$ cat src/rtl/zed_status_leds_if.sv
`default_nettype none
// ============================================================================
//  Module      : zed_status_leds_if
//  Description : Fabric-side bundle for the board-status LED engine.
//                master = fabric logic driving mode/pattern controls,
//                slave  = the LED engine producing LED drive and status.
//  Signals     : mode_load      load mode_in into the mode register
//                mode_in[1:0]   mode to load (0 static,1 heartbeat,2 walk,3 count)
//                static_pattern pattern shown in static mode
//                led            registered LED drive
//                mode_out[1:0]  current mode register
//                tick           one-cycle pulse per prescaler wrap
//                btn_pulse      one-cycle pulse on debounced button press
//  Revision    : 1.0 - initial release
// ============================================================================
interface zed_status_leds_if #(
  parameter int NUM_LEDS = 8
) ();

  logic                mode_load;
  logic [1:0]          mode_in;
  logic [NUM_LEDS-1:0] static_pattern;
  logic [NUM_LEDS-1:0] led;
  logic [1:0]          mode_out;
  logic                tick;
  logic                btn_pulse;

  modport master (
    output mode_load,
    output mode_in,
    output static_pattern,
    input  led,
    input  mode_out,
    input  tick,
    input  btn_pulse
  );

  modport slave (
    input  mode_load,
    input  mode_in,
    input  static_pattern,
    output led,
    output mode_out,
    output tick,
    output btn_pulse
  );

endinterface
`default_nettype wire

$ cat src/rtl/zed_status_leds.sv
`default_nettype none
// ============================================================================
//  Module      : zed_status_leds
//  Description : Programmable board-status LED pattern engine. Drives
//                NUM_LEDS outputs in static, heartbeat, walking-one or
//                binary-count mode, paced by an internal prescaler. The mode
//                is advanced by a debounced push-button or loaded directly
//                from fabric logic.
//  Ports       : GCLK         system clock (single domain)
//                reset_rtl_n  synchronous active-low reset
//                btn_raw      asynchronous bouncing push-button, active high
//                bus          zed_status_leds_if.slave (mode controls in,
//                             led / mode_out / tick / btn_pulse out)
//  Revision    : 1.0 - initial release
// ============================================================================
module zed_status_leds #(
  parameter int                  NUM_LEDS        = 8,
  parameter int                  TICK_DIV        = 50_000_000,
  parameter int                  DEBOUNCE_CYCLES = 1_000_000,
  parameter logic [NUM_LEDS-1:0] STATIC_RESET    = NUM_LEDS'('hAB)
) (
  input  wire logic         GCLK,
  input  wire logic         reset_rtl_n,
  input  wire logic         btn_raw,
  zed_status_leds_if.slave  bus
);

  localparam int c_PRESC_W = (TICK_DIV > 1) ? $clog2(TICK_DIV) : 1;
  localparam int c_STAB_W  = (DEBOUNCE_CYCLES > 0) ? $clog2(DEBOUNCE_CYCLES + 1) : 1;

  localparam logic [c_PRESC_W-1:0] c_PRESC_LAST = c_PRESC_W'(TICK_DIV - 1);
  localparam logic [c_PRESC_W-1:0] c_PRESC_ONE  = c_PRESC_W'(1);
  localparam logic [c_STAB_W-1:0]  c_STAB_LAST  = c_STAB_W'(DEBOUNCE_CYCLES - 1);
  localparam logic [c_STAB_W-1:0]  c_STAB_ONE   = c_STAB_W'(1);
  localparam logic [NUM_LEDS-1:0]  c_LED_ONE    = NUM_LEDS'(1);

  typedef enum logic [1:0] {
    MODE_STATIC = 2'd0,
    MODE_HEART  = 2'd1,
    MODE_WALK   = 2'd2,
    MODE_COUNT  = 2'd3
  } mode_t;

  // Prescaler
  logic [c_PRESC_W-1:0] r_presc;
  logic                 r_tick;

  // Button synchroniser and debouncer
  logic                 r_sync1;
  logic                 r_sync2;
  logic                 r_deb;
  logic [c_STAB_W-1:0]  r_stab;
  logic                 r_btn_pulse;

  // Mode and pattern
  mode_t                r_mode;
  logic [NUM_LEDS-1:0]  r_led;

  mode_t                w_mode_next;
  logic                 w_mode_change;
  logic [NUM_LEDS-1:0]  w_led_next;

  // Next mode: a direct load wins over a button press arriving in the
  // same cycle; the press is simply dropped.
  always_comb begin
    w_mode_next = r_mode;
    if (bus.mode_load) begin
      w_mode_next = mode_t'(bus.mode_in);
    end else if (r_btn_pulse) begin
      w_mode_next = mode_t'(r_mode + 2'd1);
    end
  end

  // Reloading the mode already active is not treated as a change, so the
  // running pattern keeps going.
  assign w_mode_change = (w_mode_next != r_mode);

  // Next pattern. A mode change re-initialises the pattern and swallows any
  // tick arriving in the same cycle.
  always_comb begin
    w_led_next = r_led;
    if (w_mode_change) begin
      case (w_mode_next)
        MODE_STATIC: w_led_next = bus.static_pattern;
        MODE_HEART:  w_led_next = '0;
        MODE_WALK:   w_led_next = c_LED_ONE;
        default:     w_led_next = '0;
      endcase
    end else begin
      case (r_mode)
        MODE_STATIC: w_led_next = bus.static_pattern;
        MODE_HEART: begin
          if (r_tick) w_led_next = ~r_led;
        end
        MODE_WALK: begin
          if (r_tick) w_led_next = {r_led[NUM_LEDS-2:0], r_led[NUM_LEDS-1]};
        end
        default: begin
          if (r_tick) w_led_next = r_led + c_LED_ONE;
        end
      endcase
    end
  end

  always_ff @(posedge GCLK) begin
    if (!reset_rtl_n) begin
      r_presc     <= '0;
      r_tick      <= 1'b0;
      r_sync1     <= 1'b0;
      r_sync2     <= 1'b0;
      r_deb       <= 1'b0;
      r_stab      <= '0;
      r_btn_pulse <= 1'b0;
      r_mode      <= MODE_STATIC;
      r_led       <= STATIC_RESET;
    end else begin
      // Prescaler: the tick pulse is registered, so it is visible for the
      // one cycle that follows the wrap edge.
      if (r_presc == c_PRESC_LAST) begin
        r_presc <= '0;
      end else begin
        r_presc <= r_presc + c_PRESC_ONE;
      end
      r_tick <= (r_presc == c_PRESC_LAST);

      r_sync1 <= btn_raw;
      r_sync2 <= r_sync1;

      // Debouncer: count consecutive cycles where the synced level
      // disagrees with the accepted level; any agreement restarts it.
      r_btn_pulse <= 1'b0;
      if (r_sync2 != r_deb) begin
        if (r_stab == c_STAB_LAST) begin
          r_deb       <= r_sync2;
          r_stab      <= '0;
          r_btn_pulse <= r_sync2;  // press only, never release
        end else begin
          r_stab <= r_stab + c_STAB_ONE;
        end
      end else begin
        r_stab <= '0;
      end

      r_mode <= w_mode_next;
      r_led  <= w_led_next;
    end
  end

  assign bus.led       = r_led;
  assign bus.mode_out  = r_mode;
  assign bus.tick      = r_tick;
  assign bus.btn_pulse = r_btn_pulse;

endmodule
`default_nettype wire

$ cat src/flat_wrapper.sv
// flat-port wrapper written by rule: the top's interface ports become plain ports
module zed_status_leds_flat 
#(
  parameter int                  NUM_LEDS        = 8,
  parameter int                  TICK_DIV        = 50_000_000,
  parameter int                  DEBOUNCE_CYCLES = 1_000_000,
  parameter logic [NUM_LEDS-1:0] STATIC_RESET    = NUM_LEDS'('hAB)
)
  (GCLK, reset_rtl_n, btn_raw, bus_mode_load, bus_mode_in, bus_static_pattern, bus_led, bus_mode_out, bus_tick, bus_btn_pulse);
  zed_status_leds_if #(.NUM_LEDS(NUM_LEDS)) bus_i ();
  input  wire logic GCLK;
  input  wire logic reset_rtl_n;
  input  wire logic btn_raw;
  input wire logic [$bits(bus_i.mode_load)-1:0] bus_mode_load;
  input wire logic [$bits(bus_i.mode_in)-1:0] bus_mode_in;
  input wire logic [$bits(bus_i.static_pattern)-1:0] bus_static_pattern;
  output wire logic [$bits(bus_i.led)-1:0] bus_led;
  output wire logic [$bits(bus_i.mode_out)-1:0] bus_mode_out;
  output wire logic [$bits(bus_i.tick)-1:0] bus_tick;
  output wire logic [$bits(bus_i.btn_pulse)-1:0] bus_btn_pulse;
  assign bus_i.mode_load = bus_mode_load;
  assign bus_i.mode_in = bus_mode_in;
  assign bus_i.static_pattern = bus_static_pattern;
  assign bus_led = bus_i.led;
  assign bus_mode_out = bus_i.mode_out;
  assign bus_tick = bus_i.tick;
  assign bus_btn_pulse = bus_i.btn_pulse;
  zed_status_leds #(.NUM_LEDS(NUM_LEDS), .TICK_DIV(TICK_DIV), .DEBOUNCE_CYCLES(DEBOUNCE_CYCLES), .STATIC_RESET(STATIC_RESET)) u_core (.GCLK(GCLK), .reset_rtl_n(reset_rtl_n), .btn_raw(btn_raw), .bus(bus_i));
endmodule
$ cat config.mk
export PLATFORM = sky130hd
export DESIGN_NAME = zed_status_leds_flat
export DESIGN_NICKNAME = d
export VERILOG_FILES = /design/src/rtl/zed_status_leds_if.sv /design/src/rtl/zed_status_leds.sv /design/src/flat_wrapper.sv
export SDC_FILE = /design/constraint.sdc
export NUM_CORES = 1
export LEC_CHECK = 0
export ABC_AREA = 1
export CORE_MARGIN = 2
export CORE_UTILIZATION = 45
export DETAILED_ROUTE_END_ITERATION = 16
export GPL_ROUTABILITY_DRIVEN = 0
export PLACE_DENSITY = 0.67
export SYNTH_ARGS = -nofsm -noshare
export SYNTH_HDL_FRONTEND = slang
export SYNTH_SLANG_ARGS = --single-unit
$ cat constraint.sdc
create_clock -name GCLK -period 1.9 [get_ports GCLK]
set_clock_uncertainty 0.2 [all_clocks]
set_input_delay 0.38 -clock GCLK [delete_from_list [all_inputs] [get_ports GCLK]]
set_output_delay 0.38 -clock GCLK [all_outputs]
set_load 0.005 [all_outputs]
==> impl_metrics.toml, run 1 <==
[sta]
maxSlewHeadroom = 0.7041
setup_viol = 0
fin_crit_sh = 0.9715
hold_viol = 0
fin_crit_ns = 1.846
max_freq_ghz = 0.5418
drv_slew = 0
worst_hold_slack_ns = 0.2454
max_slew.worst_pin.slew_ns = 0.4397

[synthesis]
ys_ff_latch = 61
async_flop_share = 0
synth_cells = 543
syn_nets = 564
ys_types = 39
yosys_warnings = 0
avgSynthCellArea_um2 = 6.615
synth_area_leaders = "dfxtp_1 (34%), nand2_1 (15%), nor2_1 (7.7%), inv_1 (6.4%), nand3_1 (5.9%)"
seq_area_frac_synth = 0.3400
synth_top_area_share = 0.3400
synth_edf_count = 0
synthFlopType = "dfxtp_1"
post-synth-top-area-cell = "dfxtp_1"
synth_area_mm2 = 0.003592

[power]
irDropWorstVdd_uv = 702.8
power.leakage_nw = 1.685
total_power_mw = 3.183
powerDensity_mw_per_mm2 = 704.3

[setup_path]
critical-path-max-stage-delay_ns = 0.53
crit_chain = "clkdlybuf4s50_1"
cp_slowest_cell = "clkdlybuf4s50_1"
regToRegStartpoint = "u_core.bus.mode_out[1]"
cp_max_fo = 7
cp_num_buf_inv = 1
worstSetupPathType = "register to output pin"
cp-start-kind = "register"
cp-end-kind = "output pin"
cp.required_ns = 1.32
worstReg2RegEnd = "u_core.bus.led[6]"
timing.critical_path.from = "u_core.bus.led[0]"
reg2reg_depth = 11
cp_top_family = "buffers and inverters"
cp.arrival_ns = 1.27
r2r_setup_slack_ns = 0.09

[clock_tree]
cts_buffer_depth = 2
path_clk_slew_ns = 0.07
cts-buffers-inserted = 9
clock_latency_ns = 0.33
cts_root_buf = "clkbuf_8"
cts_sinks = 61
tritoncts = "built"
cts_hold_buffers = 0
htree_levels = 3

[die]
die_x_um = 93.35
io-pin-count = 26
initial_core_util = 0.4649
die_area_mm2 = 0.008713
num_rows = 32
die_h_um = 93.35
coreArea_mm2 = 0.007727

[status]
status = "finished clean"

[cells_and_area]
fin_cells = 705
design_area_mm2 = 0.004519
fillCellCount = 723
num_antenna_cells = 0
nNetsFinal = 619
drive_above_1_share = 0.1493
area_delta_synth_final_pct = 25.81

[grt]
grt_pass1_vias = 3285
grt_pass1_wl_mm = 14.63
grt_max_degree = 27
antenna_found_initial = 0
overflow = 0
grt_use_total = 0.2095

[drt]
drtPass1Iterations = 6
initialDrtViolationCount = 235
ant_nets = 0
wl_met3_um = 534
drc = 0
wl_per_cell_um = 12.96
num_vias = 3680
wl_met1_mm = 4.094
wl_met2_mm = 4.307
vias_per_cell = 5.220
top_layer_used = "met4"
postRouteWirelength_mm = 9.140

[hold_path]
whs_path_depth = 2
holdPathEnd = "u_core.r_sync2"
min_path_type = "register to register"
hold_start = "u_core.r_sync1"

[place]
dpl.cell_count = 683
post-dp-hpwl_mm = 6.465
numPortBuffers = 25
place_area_mm2 = 0.004099

[job]
cap_viol_max_count = 0
-- worst max-delay path by stage --
stage / to / cells after the start / slack (ns)
finish: bus_led[0] / 1 / 0.05
global route: u_core.bus.led[0] / 9 / -0.01
CTS: u_core.bus.led[4] / 11 / 0.004
detailed placement: u_core.bus.led[4] / 10 / -0.26
global placement: u_core.bus.led[2] / 10 / -0.20
floorplan: u_core.bus.led[3] / 11 / 0.02
-- per-stage QoR --
stage               setup slack (ns)  TNS [ns]    util
floorplan                    0.01550         0       -
global placement             -0.2003    -1.550  0.5304
CTS                         0.004362         0  0.5669
global route                -0.01329  -0.05781  0.5848
finish                       0.05422         0  0.5848
detailed placement           -0.2612    -1.916  0.5304
-- layer usage --
metal | vias to the layer above | GRT usage
met4 | 0 | 0.08824
met2 | 112 | 0.3525
met5 | - | 0
li1 | 1874 | -
met3 | 25 | 0.02901
met1 | 1669 | 0.2682
-- cells by family after synthesis --
kind of cell / Yosys count / synth area share
mux: 1 / 0.002787
simple gates: 330 / 0.4204
compound gates: 48 / 0.07524
buf+inv: 77 / 0.09091
fa+ha+maj: 7 / 0.02438
flops: 61 / 0.3400
xor+xnor: 19 / 0.04633
-- Yosys cell counts (all sizes together), types with 2 or more instances --
cell type / number
a21oi: 28
buf: 10
dfxtp: 61
ha: 7
inv: 65
nand2: 151
nand3: 44
nand3b: 5
nand4: 24
nor2: 77
nor3: 18
nor4: 2
o2111ai: 4
o211ai: 3
o21ai: 10
or2: 8
xnor2: 9
xor2: 10
-- placed cells by master (no fill, tap or decap), drive strengths merged --
| cell | Yosys | layout |
|---|---|---|
| a21oi | 28 | 28 |
| a31oi | 1 | 1 |
| buf | 10 | 27 |
| bufinv | 0 | 2 |
| clkbuf | 1 | 12 |
| clkdlybuf4s50 | 0 | 25 |
| clkinv | 1 | 3 |
| dfxtp | 61 | 61 |
| ha | 7 | 7 |
| inv | 65 | 65 |
| mux2i | 1 | 1 |
| nand2 | 151 | 154 |
| nand3 | 44 | 44 |
| nand3b | 5 | 5 |
| nand4 | 24 | 24 |
| nor2 | 77 | 77 |
| nor3 | 18 | 18 |
| nor3b | 1 | 1 |
| nor4 | 2 | 2 |
| o2111ai | 4 | 4 |
| o211ai | 3 | 3 |
| o21ai | 10 | 10 |
| o221ai | 1 | 1 |
| o31ai | 1 | 1 |
| or2 | 8 | 8 |
| xnor2 | 9 | 9 |
| xor2 | 10 | 10 |
-- layout make-up --
cell class                 instances  area [um2]  area share
clock inverter                     4       70.07     0.01550
sequential                        61        1234      0.2730
multi-input combinational        408        2206      0.4881
timing repair buffer              52       478.0      0.1058
tap                              102       127.6     0.02824
clock buffer                      12       155.1     0.03433
inverter                          66       249.0     0.05509
-- registers in the layout, summed over array words and instances, names as in the netlist --
| name | count |
|---|---|
| u_core.bus.btn_pulse | 1 |
| u_core.bus.led | 8 |
| u_core.bus.mode_out | 2 |
| u_core.bus.tick | 1 |
| u_core.r_deb | 1 |
| u_core.r_presc | 26 |
| u_core.r_stab | 20 |
| u_core.r_sync1 | 1 |
| u_core.r_sync2 | 1 |
-- report_power, final --
group | leakage [nW] | switching (mW) | internal [mW]
Clock | 0.116 | 0.491 | 0.807
Sequential | 0.496 | 0.0525 | 1.32
Combinational | 1.07 | 0.283 | 0.232
Total | 1.69 | 0.827 | 2.36
-- repair_timing --
item                       CTS  global route
pin swaps                    2             7
resized for setup           11            22
setup buffers                1             2
cloned                       1             2
setup endpoints to repair   12            56
No activity file was read; power rests on OpenSTA's default activity.
==> run 2: changes to the inputs <==
Settings changed: CAP_MARGIN set to 20.
==> results of run 2 <==
Final layout, timing and power as in run 1 (identical DEF).
==> run 3: changes to the inputs <==
Settings changed: CORE_ASPECT_RATIO set to 1.4, PLACE_DENSITY 0.67 to 0.66.
==> run 3 against run 2 <==
Sequential power barely moved. Worst setup slack got worse by 0.023 ns. Fmax fell by 1.2%. Hold slack got worse by 0.036 ns. Wire length rose by 2.1%. Critical path depth did not move. First-iteration DRC count rose by 14%. Sequential share of layout area rose by 0.48 points.
==> impl_metrics.toml, run 3 (synthesis results as in run 1) <==
[cells_and_area]
post-route-util = 0.5748
register_area_mm2 = 0.001237
multiInputGateArea_mm2 = 0.002215
design_area_mm2 = 0.004454
fin_cells = 701
final_common_cell = "nand2_1"
drive_above_1_share = 0.1431
most-common-layout-cells = "nand2_1 (139), nor2_1 (73), inv_1 (58)"
num_antenna_cells = 0
fillCellCount = 738
top_register = "u_core.r_presc"
nNetsFinal = 617
area_delta_synth_final_pct = 24.00
largest_reg_flops = 26

[grt]
overflow = 0
antenna_found_initial = 0
grt_pass1_wl_mm = 14.95
grt_use_total = 0.2178
grt_max_degree = 27
grt_pass1_vias = 3419

[power]
irDropWorstVdd_uv = 545.5
power.leakage_nw = 1.657
total_power_mw = 2.916
powerDensity_mw_per_mm2 = 654.7

[drt]
drc = 0
drtPass1Iterations = 5
ant_nets = 0
num_vias = 3703
wl_per_cell_um = 13.32
vias_per_cell = 5.282
postRouteWirelength_mm = 9.336
initialDrtViolationCount = 267

[die]
die_x_um = 79.51
coreArea_mm2 = 0.007750
die_h_um = 109.7
die_area_mm2 = 0.008723
initial_core_util = 0.4635
num_rows = 38
io-pin-count = 26

[setup_path]
crit_chain = "clkdlybuf4s50_1"
worstSetupPathType = "register to output pin"
cp.arrival_ns = 1.29
cp_slowest_cell = "clkdlybuf4s50_1"
cp_top_family = "buffers and inverters"
cp.required_ns = 1.32
critical-path-max-stage-delay_ns = 0.53
cp-end-kind = "output pin"
cp_num_buf_inv = 1
cp_max_fo = 5
cp-start-kind = "register"

[clock_tree]
path_clk_slew_ns = 0.07
clock_latency_ns = 0.35
cts_root_buf = "clkbuf_8"
cts_buffer_depth = 2
cts_sinks = 61
htree_levels = 3
cts_hold_buffers = 0
cts-buffers-inserted = 9
tritoncts = "built"

[status]
status = "finished clean"

[sta]
rsz0062_at_grt = "no"
drv_slew = 0
max_slew.worst_pin.slew_ns = 0.4314
worst_hold_slack_ns = 0.2094
fin_crit_sh = 0.9833
max_freq_ghz = 0.5352
fin_crit_ns = 1.868
hold_viol = 0
setup_viol = 0
maxSlewHeadroom = 0.7097

[place]
place_area_mm2 = 0.004076
numPortBuffers = 25
dpl.cell_count = 680
post-dp-hpwl_mm = 6.657

[job]
cap_viol_max_count = 0

[hold_path]
min_path_type = "register to register"
-- run 3: through the flow --
step	setup slack [ns]	setup TNS, ns
after CTS	0.007381	0
after global routing	0.0001468	0
after detailed placement	-0.2153	-1.513
after global placement	-0.1879	-1.260
final	0.03169	0
after floorplan	0.01550	0
-- run 3: repair_timing --
item                       CTS  global route
gates resized for setup      7            30
setup endpoints to repair    7            51
buffers inserted             0             2
pin swaps                    0             5
cloned                       0             3
-- run 3: power by group --
group | switching [mW] | internal, mW
registers | 0.0475 | 1.32
logic | 0.292 | 0.229
clock network | 0.487 | 0.545
total | 0.826 | 2.09
-- run 3: final timing paths --
kind	end	depth (start not counted)	start	slack (ns)
worst max-delay path	bus_led[6]	1	u_core.bus.led[6]	0.03
worst max register to register	u_core.bus.led[1]	12	u_core.bus.mode_out[1]	0.08
worst min-delay path	u_core.r_sync2	2	u_core.r_sync1	0.21
worst min register to register	u_core.r_sync2	2	u_core.r_sync1	0.21
-- run 3: worst register-to-register path, delay by kind of cell (launching register included) --
family / cells / cell delay (ns)
buffers and inverters: 3 / 0.34
and+or+nand+nor: 8 / 0.65
adders and majority gates: 1 / 0.22
DFF: 1 / 0.36
-- run 3: cell type report --
class	count	share of cell area
sequential	61	0.2778
multi-input combinational	408	0.4972
clock inverter	1	0.001124
clock buffer	15	0.03736
timing repair buffer	50	0.1025
tap	100	0.02809
inverter	66	0.05590
-- run 3: per-layer routing --
metal	track usage	vias up	wire length, um
li1	-	1869	-
met4	0.1256	0	304
met5	0	-	0
met3	0.03612	29	285
met2	0.3974	93	4985
met1	0.2340	1712	3761
